### src/rtl/fadd_arb_pkg.sv
// Shared types and helpers for the shared floating-point adder arbiter.
// FADD_ARB_STATS_EN (defined by the build) adds the response statistics counter.
package fadd_arb_pkg;

   localparam int FP_W = 32;

   typedef enum logic [1:0] {
      IDLE = 2'd0,
      CALC = 2'd1,
      HOLD = 2'd2
   } state_e;

   // Next round-robin position after ptr, wrapping at n.
   function automatic int rr_next(input int ptr, input int n);
      return (ptr + 1 >= n) ? 0 : ptr + 1;
   endfunction

endpackage

### src/rtl/add_float.sv
// Combinational IEEE-754 single-precision adder, round-to-nearest-even.
// Subnormal inputs are treated as zero-exponent values and tiny results flush to zero.
module add_float
   import fadd_arb_pkg::*;
(
   input  logic [FP_W-1:0] a_i,
   input  logic [FP_W-1:0] b_i,
   output logic [FP_W-1:0] sum_o
);

   logic [31:0]       big_s;
   logic [31:0]       sml_s;
   logic [7:0]        dexp_s;
   logic [26:0]       m_big_s;
   logic [26:0]       m_sml_s;
   logic [26:0]       m_sh_s;
   logic [27:0]       m_sum_s;
   logic [26:0]       m_nrm_s;
   logic [4:0]        lz_s;
   logic              lz_done_s;
   logic              rnd_up_s;
   logic [24:0]       m_rnd_s;
   logic signed [9:0] e_nrm_s;
   logic signed [9:0] e_fin_s;

   // Align, add/subtract magnitudes, normalise, round and pack.
   always_comb begin
      if (b_i[30:0] > a_i[30:0]) begin
         big_s = b_i;
         sml_s = a_i;
      end else begin
         big_s = a_i;
         sml_s = b_i;
      end
      m_big_s = {|big_s[30:23], big_s[22:0], 3'b000};
      m_sml_s = {|sml_s[30:23], sml_s[22:0], 3'b000};
      dexp_s  = big_s[30:23] - sml_s[30:23];
      if (dexp_s >= 8'd27) begin
         m_sh_s = {26'd0, |m_sml_s};
      end else begin
         m_sh_s = (m_sml_s >> dexp_s) | {26'd0, |(m_sml_s & ((27'd1 << dexp_s) - 27'd1))};
      end
      if (big_s[31] == sml_s[31]) begin
         m_sum_s = {1'b0, m_big_s} + {1'b0, m_sh_s};
      end else begin
         m_sum_s = {1'b0, m_big_s} - {1'b0, m_sh_s};
      end
      lz_s      = 5'd0;
      lz_done_s = 1'b0;
      for (int i = 26; i >= 0; i--) begin
         if (lz_done_s || m_sum_s[i]) begin
            lz_done_s = 1'b1;
         end else begin
            lz_s = lz_s + 5'd1;
         end
      end
      if (m_sum_s[27]) begin
         m_nrm_s = m_sum_s[27:1] | {26'd0, m_sum_s[0]};
         e_nrm_s = $signed({2'b00, big_s[30:23]}) + 10'sd1;
      end else begin
         m_nrm_s = m_sum_s[26:0] << lz_s;
         e_nrm_s = $signed({2'b00, big_s[30:23]}) - $signed({5'd0, lz_s});
      end
      // Guard bit decides; ties go to the even mantissa.
      rnd_up_s = m_nrm_s[2] & (m_nrm_s[3] | m_nrm_s[1] | m_nrm_s[0]);
      m_rnd_s  = {1'b0, m_nrm_s[26:3]} + {24'd0, rnd_up_s};
      e_fin_s  = e_nrm_s + $signed({9'd0, m_rnd_s[24]});
      if (m_sum_s == 28'd0) begin
         sum_o = 32'd0;
      end else if (e_fin_s <= 10'sd0) begin
         sum_o = {big_s[31], 31'd0};
      end else if (e_fin_s >= 10'sd255) begin
         sum_o = {big_s[31], 8'hFF, 23'd0};
      end else begin
         sum_o = {big_s[31], e_fin_s[7:0], m_rnd_s[22:0]};
      end
   end

endmodule

### src/rtl/fadd_share_arb_rr_pick.sv
// Combinational round-robin picker: first valid requester after ptr_i, wrapping.
module fadd_rr_pick
   import fadd_arb_pkg::*;
#(
   parameter int N_REQ = 4,
   parameter int ID_W  = 2
) (
   input  logic [N_REQ-1:0] valid_i,
   input  logic [ID_W-1:0]  ptr_i,
   output logic [N_REQ-1:0] grant_o,
   output logic [ID_W-1:0]  idx_o,
   output logic             any_o
);

   int              cand_s;
   logic [ID_W-1:0] cand_idx_s;
   logic            found_s;

   // Walk ptr+1, ptr+2, ... and keep the first requester found.
   always_comb begin
      cand_s     = int'(ptr_i);
      cand_idx_s = ptr_i;
      found_s    = 1'b0;
      idx_o      = '0;
      for (int k = 0; k < N_REQ; k++) begin
         cand_s     = rr_next(cand_s, N_REQ);
         cand_idx_s = ID_W'(cand_s);
         if (!found_s && valid_i[cand_idx_s]) begin
            found_s = 1'b1;
            idx_o   = cand_idx_s;
         end else begin
            found_s = found_s;
         end
      end
      any_o   = |valid_i;
      grant_o = found_s ? (N_REQ'(1) << idx_o) : '0;
   end

endmodule

### src/rtl/fadd_share_arb.sv
// Round-robin sharing of one add_float among N_REQ requesters, registered result + owner ID.
// FADD_ARB_STATS_EN adds the saturating op_count port counting delivered responses.
module fadd_share_arb
   import fadd_arb_pkg::*;
#(
   parameter int N_REQ = 4,
   parameter int ID_W  = 2
`ifdef FADD_ARB_STATS_EN
   ,
   parameter int CNT_W = 16
`endif
) (
   input  logic                  clk,
   input  logic                  rst_n,
   input  logic [N_REQ-1:0]      req_valid,
   output logic [N_REQ-1:0]      req_ready,
   input  logic [FP_W*N_REQ-1:0] req_a,
   input  logic [FP_W*N_REQ-1:0] req_b,
   output logic                  rsp_valid,
   input  logic                  rsp_ready,
   output logic [FP_W-1:0]       rsp_sum,
   output logic [ID_W-1:0]       rsp_id
`ifdef FADD_ARB_STATS_EN
   ,
   output logic [CNT_W-1:0]      op_count
`endif
);

   state_e          state_q, state_d;
   logic [ID_W-1:0] rr_ptr_q, rr_ptr_d;
   logic [ID_W-1:0] id_q, id_d;
   logic [FP_W-1:0] op_a_q, op_a_d;
   logic [FP_W-1:0] op_b_q, op_b_d;
   logic            rsp_valid_q, rsp_valid_d;
   logic [FP_W-1:0] rsp_sum_q, rsp_sum_d;
   logic [ID_W-1:0] rsp_id_q, rsp_id_d;

   logic [N_REQ-1:0] pick_grant_s;
   logic [ID_W-1:0]  pick_idx_s;
   logic             pick_any_s;
   logic             grant_en_s;
   logic             grant_s;
   logic [FP_W-1:0]  sum_s;

   fadd_rr_pick #(.N_REQ(N_REQ), .ID_W(ID_W)) u_pick (
      .valid_i (req_valid),
      .ptr_i   (rr_ptr_q),
      .grant_o (pick_grant_s),
      .idx_o   (pick_idx_s),
      .any_o   (pick_any_s)
   );

   add_float u_add (
      .a_i   (op_a_q),
      .b_i   (op_b_q),
      .sum_o (sum_s)
   );

   // Grant, operand capture and FSM next state.
   always_comb begin
      grant_en_s  = (state_q == IDLE) || ((state_q == HOLD) && rsp_ready);
      grant_s     = grant_en_s && pick_any_s;
      req_ready   = grant_s ? pick_grant_s : '0;
      state_d     = state_q;
      rr_ptr_d    = rr_ptr_q;
      id_d        = id_q;
      op_a_d      = op_a_q;
      op_b_d      = op_b_q;
      rsp_valid_d = rsp_valid_q;
      rsp_sum_d   = rsp_sum_q;
      rsp_id_d    = rsp_id_q;
      case (state_q)
         IDLE: begin
            state_d = grant_s ? CALC : IDLE;
         end
         CALC: begin
            rsp_sum_d   = sum_s;
            rsp_id_d    = id_q;
            rsp_valid_d = 1'b1;
            state_d     = HOLD;
         end
         HOLD: begin
            if (rsp_ready) begin
               rsp_valid_d = 1'b0;
               state_d     = grant_s ? CALC : IDLE;
            end else begin
               state_d = HOLD;
            end
         end
         default: begin
            rsp_valid_d = 1'b0;
            state_d     = IDLE;
         end
      endcase
      if (grant_s) begin
         op_a_d   = req_a[FP_W*pick_idx_s +: FP_W];
         op_b_d   = req_b[FP_W*pick_idx_s +: FP_W];
         id_d     = pick_idx_s;
         rr_ptr_d = pick_idx_s;
      end else begin
         rr_ptr_d = rr_ptr_q;
      end
   end

   // State and datapath registers.
   always_ff @(posedge clk or negedge rst_n) begin
      if (!rst_n) begin
         state_q     <= IDLE;
         rr_ptr_q    <= ID_W'(N_REQ - 1);
         id_q        <= '0;
         op_a_q      <= '0;
         op_b_q      <= '0;
         rsp_valid_q <= 1'b0;
         rsp_sum_q   <= '0;
         rsp_id_q    <= '0;
      end else begin
         state_q     <= state_d;
         rr_ptr_q    <= rr_ptr_d;
         id_q        <= id_d;
         op_a_q      <= op_a_d;
         op_b_q      <= op_b_d;
         rsp_valid_q <= rsp_valid_d;
         rsp_sum_q   <= rsp_sum_d;
         rsp_id_q    <= rsp_id_d;
      end
   end

   assign rsp_valid = rsp_valid_q;
   assign rsp_sum   = rsp_sum_q;
   assign rsp_id    = rsp_id_q;

`ifdef FADD_ARB_STATS_EN
   logic [CNT_W-1:0] op_count_q, op_count_d;

   // Saturating count of delivered responses.
   always_comb begin
      if (rsp_valid_q && rsp_ready && (op_count_q != {CNT_W{1'b1}})) begin
         op_count_d = op_count_q + CNT_W'(1);
      end else begin
         op_count_d = op_count_q;
      end
   end

   // Statistics register.
   always_ff @(posedge clk or negedge rst_n) begin
      if (!rst_n) begin
         op_count_q <= '0;
      end else begin
         op_count_q <= op_count_d;
      end
   end

   assign op_count = op_count_q;
`endif

endmodule

### config.mk
export PLATFORM = sky130hd
export DESIGN_NAME = fadd_share_arb
export DESIGN_NICKNAME = d
export VERILOG_FILES = /design/src/rtl/fadd_arb_pkg.sv /design/src/rtl/add_float.sv /design/src/rtl/fadd_share_arb_rr_pick.sv /design/src/rtl/fadd_share_arb.sv
export SDC_FILE = /design/constraint.sdc
export NUM_CORES = 1
export LEC_CHECK = 0
export ABC_AREA = 0
export ABC_CLOCK_PERIOD_IN_PS = 29400
export CAP_MARGIN = 20
export CORE_MARGIN = 2
export CORE_UTILIZATION = 45
export DETAILED_ROUTE_END_ITERATION = 6
export PLACE_DENSITY = 0.74
export SLEW_MARGIN = 20
export SYNTH_ARGS = -nofsm -noshare
export SYNTH_HDL_FRONTEND = slang
export SYNTH_SLANG_ARGS = --single-unit
### constraint.sdc
create_clock -name clk -period 29.4 [get_ports clk]
set_input_delay 7.35 -clock clk [delete_from_list [all_inputs] [get_ports clk]]
set_output_delay 7.35 -clock clk [all_outputs]
set_load 0.03 [all_outputs]
==> metrics.yaml, run 1 <==
outcome:
  status: "complete, no violations"
cells_and_area:
  syn_to_final_growth_pct: 22.0
  seq_area_mm2: 0.00263
  n_fill_cell: 4533
  multi_input_area_mm2: 0.0170
  drive_above_1_share: 0.0940
  layout.nets: 3709
logic_synthesis:
  ys_seq_elements: 105
  synth_edf_count: 0
  synth.net_count: 3469
  synth.avg_cell_area_um2: 6.63
  synth_top_area_share: 0.126
  async_reset_ff_frac: 1.00
  synth_ff_type: "dfrtp_1"
  synth_cells: 3084
  synth_warnings: 0
  yosysTopAreaCell: "dfrtp_1"
  synth_area_mm2: 0.0205
  ys_types: 125
  yosys-top-cells-area: "dfrtp_1, nand2_1, nor2_1, ha_1, o21ai_0"
  ys_seq_area_frac: 0.129
floorplan:
  die_area_mm2: 0.0472
  io_pins: 302
  chipHeight_um: 217
  rows: 78
  start_util: 0.454
  die_w_um: 217
  core_region_area_mm2: 0.0451
global_routing:
  first_global_vias: 22853
  grt_pass1_wl_um: 126000
  antenna_found_initial: 1
  grt_overflow: 0
  grt_usage: 0.333
  grt_max_degree: 89
worst_hold_path:
  hp-class: "flip-flop to flip-flop"
worst_setup_path:
  cp_data_arrival_time_ps: 28000
  critical_path.slowest_cell: "ha_2"
  path_max_fanout: 21
  cp.required_ps: 29690
  cp_slowest_stage_delay_ps: 500
  end_kind: "flip-flop"
  crit_type: "flip-flop to flip-flop"
  cp-start-kind: "flip-flop"
  cpMostUsedCell: "ha_1"
place:
  portBuffers: 301
  dp_slack_ps: -153
  dpl.hpwl_um: 64800
  gp_congestion: 1.06
run:
  cap_violations: 0
clock_tree:
  cts_hold_buf: 0
  insertion_delay_ps: 370
  htree_levels: 3
  numCtsBuffers: 9
  clock_sinks: 105
  clk_pin_slew_ps: 70
  cts_tree: "yes"
  clockBufferDepth: 2
  cts-root-buf: "clkbuf_16"
sta:
  tightest_slew_ps: 1140
  hold_viol: 0
  fmax_ghz: 0.0361
  setup-violations-final: 0
  slew_headroom: 0.234
  setup_ws_ps: 1690
  post-route-period-util: 0.942
  post-route-min-period_ps: 27710
  fin_skew_ps: 11.2
  maxSlewViolCount: 0
routing:
  dr.pass1.iters: 6
  avgRoutedWirePerCell_um: 20.6
  ant_nets: 0
  drc: 0
  vias: 24560
  wl_um: 81000
  drtIter0Drc: 2831
  vias_per_cell: 6.25
==> cell usage in the layout (no fill, tap or decap), types with 22 or more instances in the layout <==
cell             instances
o21a_1                  22
buf_4                  106
or3_1                   23
a31oi_1                 27
nand3_1                146
ha_1                   109
mux2_2                  26
nor2_1                 446
nand2b_1                25
xor2_1                  27
inv_1                  127
and2_1                  22
o21ai_0                238
mux2i_1                 96
xnor2_1                 64
o211ai_1                59
nand4_1                 36
nand2_1                465
clkdlybuf4s50_1        300
nor3_1                  66
nor4_1                  31
a211oi_1                22
a21o_1                  42
a21oi_1                203
nor2b_1                 25
dfrtp_1                103
and3_1                  31
==> Yosys cell counts (16+ instances only) <==
cell / n
a21o_1: 43
clkbuf_1: 141
mux2i_1: 98
o211ai_1: 59
o21ai_0: 243
dfrtp_1: 103
buf_1: 16
xnor2_1: 65
mux2_2: 26
nand3_1: 146
nand2b_1: 25
and2_1: 22
mux4_2: 18
o21bai_1: 18
nor2_1: 451
or2_2: 17
ha_1: 118
xor2_1: 28
a31oi_1: 29
inv_1: 129
a211oi_1: 23
o21ai_1: 20
and3_1: 31
nor4_1: 34
nor2b_1: 25
a21oi_1: 208
nand4_1: 36
or3_1: 23
o21a_1: 22
o31ai_1: 20
nand2_1: 465
nor3_1: 68
==> critical path, delay by kind of cell, from the launching register on <==
family                     cells  cell delay, ps
buffers and inverters         16            1830
and+or+nand+nor               33            4100
muxes                         11            2270
DFF                            1             450
xor gates and xnor gates       1             140
adders and majority gates     30            9000
AOI/OAI and AO/OA             55            9840
==> state kept, by name, summed over array words and instances (netlist names) <==
name       flops
rsp_id         2
id_q           2
op_b_q        32
rsp_sum       32
rsp_valid      1
rr_ptr_q       2
state_q        2
op_a_q        32
==> final timing paths <==
check                      slack (ps)                    from  cells after the start                 endpoint
min in group asynchronous        6960                   rst_n                      1   op_b_q[18]$_DFFE_PN0P_
max reg2reg                      1690  op_b_q[26]$_DFFE_PN0P_                    146  rsp_sum[22]$_DFFE_PN0P_
max                              1690  op_b_q[26]$_DFFE_PN0P_                    146  rsp_sum[22]$_DFFE_PN0P_
min                               480   rsp_valid$_DFFE_PN0P_                      1    rsp_valid$_DFFE_PN0P_
max in group asynchronous       21220                   rst_n                      2  rsp_sum[15]$_DFFE_PN0P_
min reg2reg                       480   rsp_valid$_DFFE_PN0P_                      1    rsp_valid$_DFFE_PN0P_
==> metrics by stage <==
step                      utilization  cells  hold slack [ps]  instance area [µm²]  setup TNS [ps]
after floorplan                     -   3084              474                20500               0
after global placement          0.538   3900              462                24300               0
after detailed placement        0.538   3900              471                24300            -363
after CTS                       0.545   3916              486                24600               0
after global routing            0.554   3931              498                25000            -573
final                           0.554   3931              483                25000               0
==> layer usage <==
layer	global-route usage	vias to the layer above	wire length, µm
met1	0.442	11415	33300
met4	0.145	0	3760
met2	0.538	1321	36900
li1	-	11611	-
met5	0	-	0
met3	0.0486	213	7090
==> cell families after synthesis <==
logic type	Yosys count	share of synthesized area
simple gates	1407	0.315
flops	105	0.129
fa+ha+maj	126	0.0781
xor+xnor	98	0.0452
mux	147	0.0853
buf+inv	313	0.0606
compound gates	888	0.287
==> area by class of cell <==
cell class | count | area share
tap | 600 | 0.0301
timing repair buffer | 408 | 0.153
clock buffer | 11 | 0.0101
inverter | 134 | 0.0204
clock inverter | 5 | 0.00150
antenna | 2 | 0.000201
sequential | 105 | 0.105
multi-input combinational | 2666 | 0.679
==> repair_timing <==
item,CTS,global route
cloned,0,0
pin swaps,0,11
gates resized for setup,1,70
setup buffers,0,13
endpoints found under the setup margin,12,31
Power of run 1 is left out: the tool's default activity adds up to more than one toggle a clock period on the data nets, which glitch-free logic cannot reach.
==> run 2, diff against run 1 <==
SLEW_MARGIN = default   (was 20)
==> results of run 2 <==
Same layout as run 1: the final DEF is identical, and so are final timing and power.
Power of run 2 is left out for the same reason.
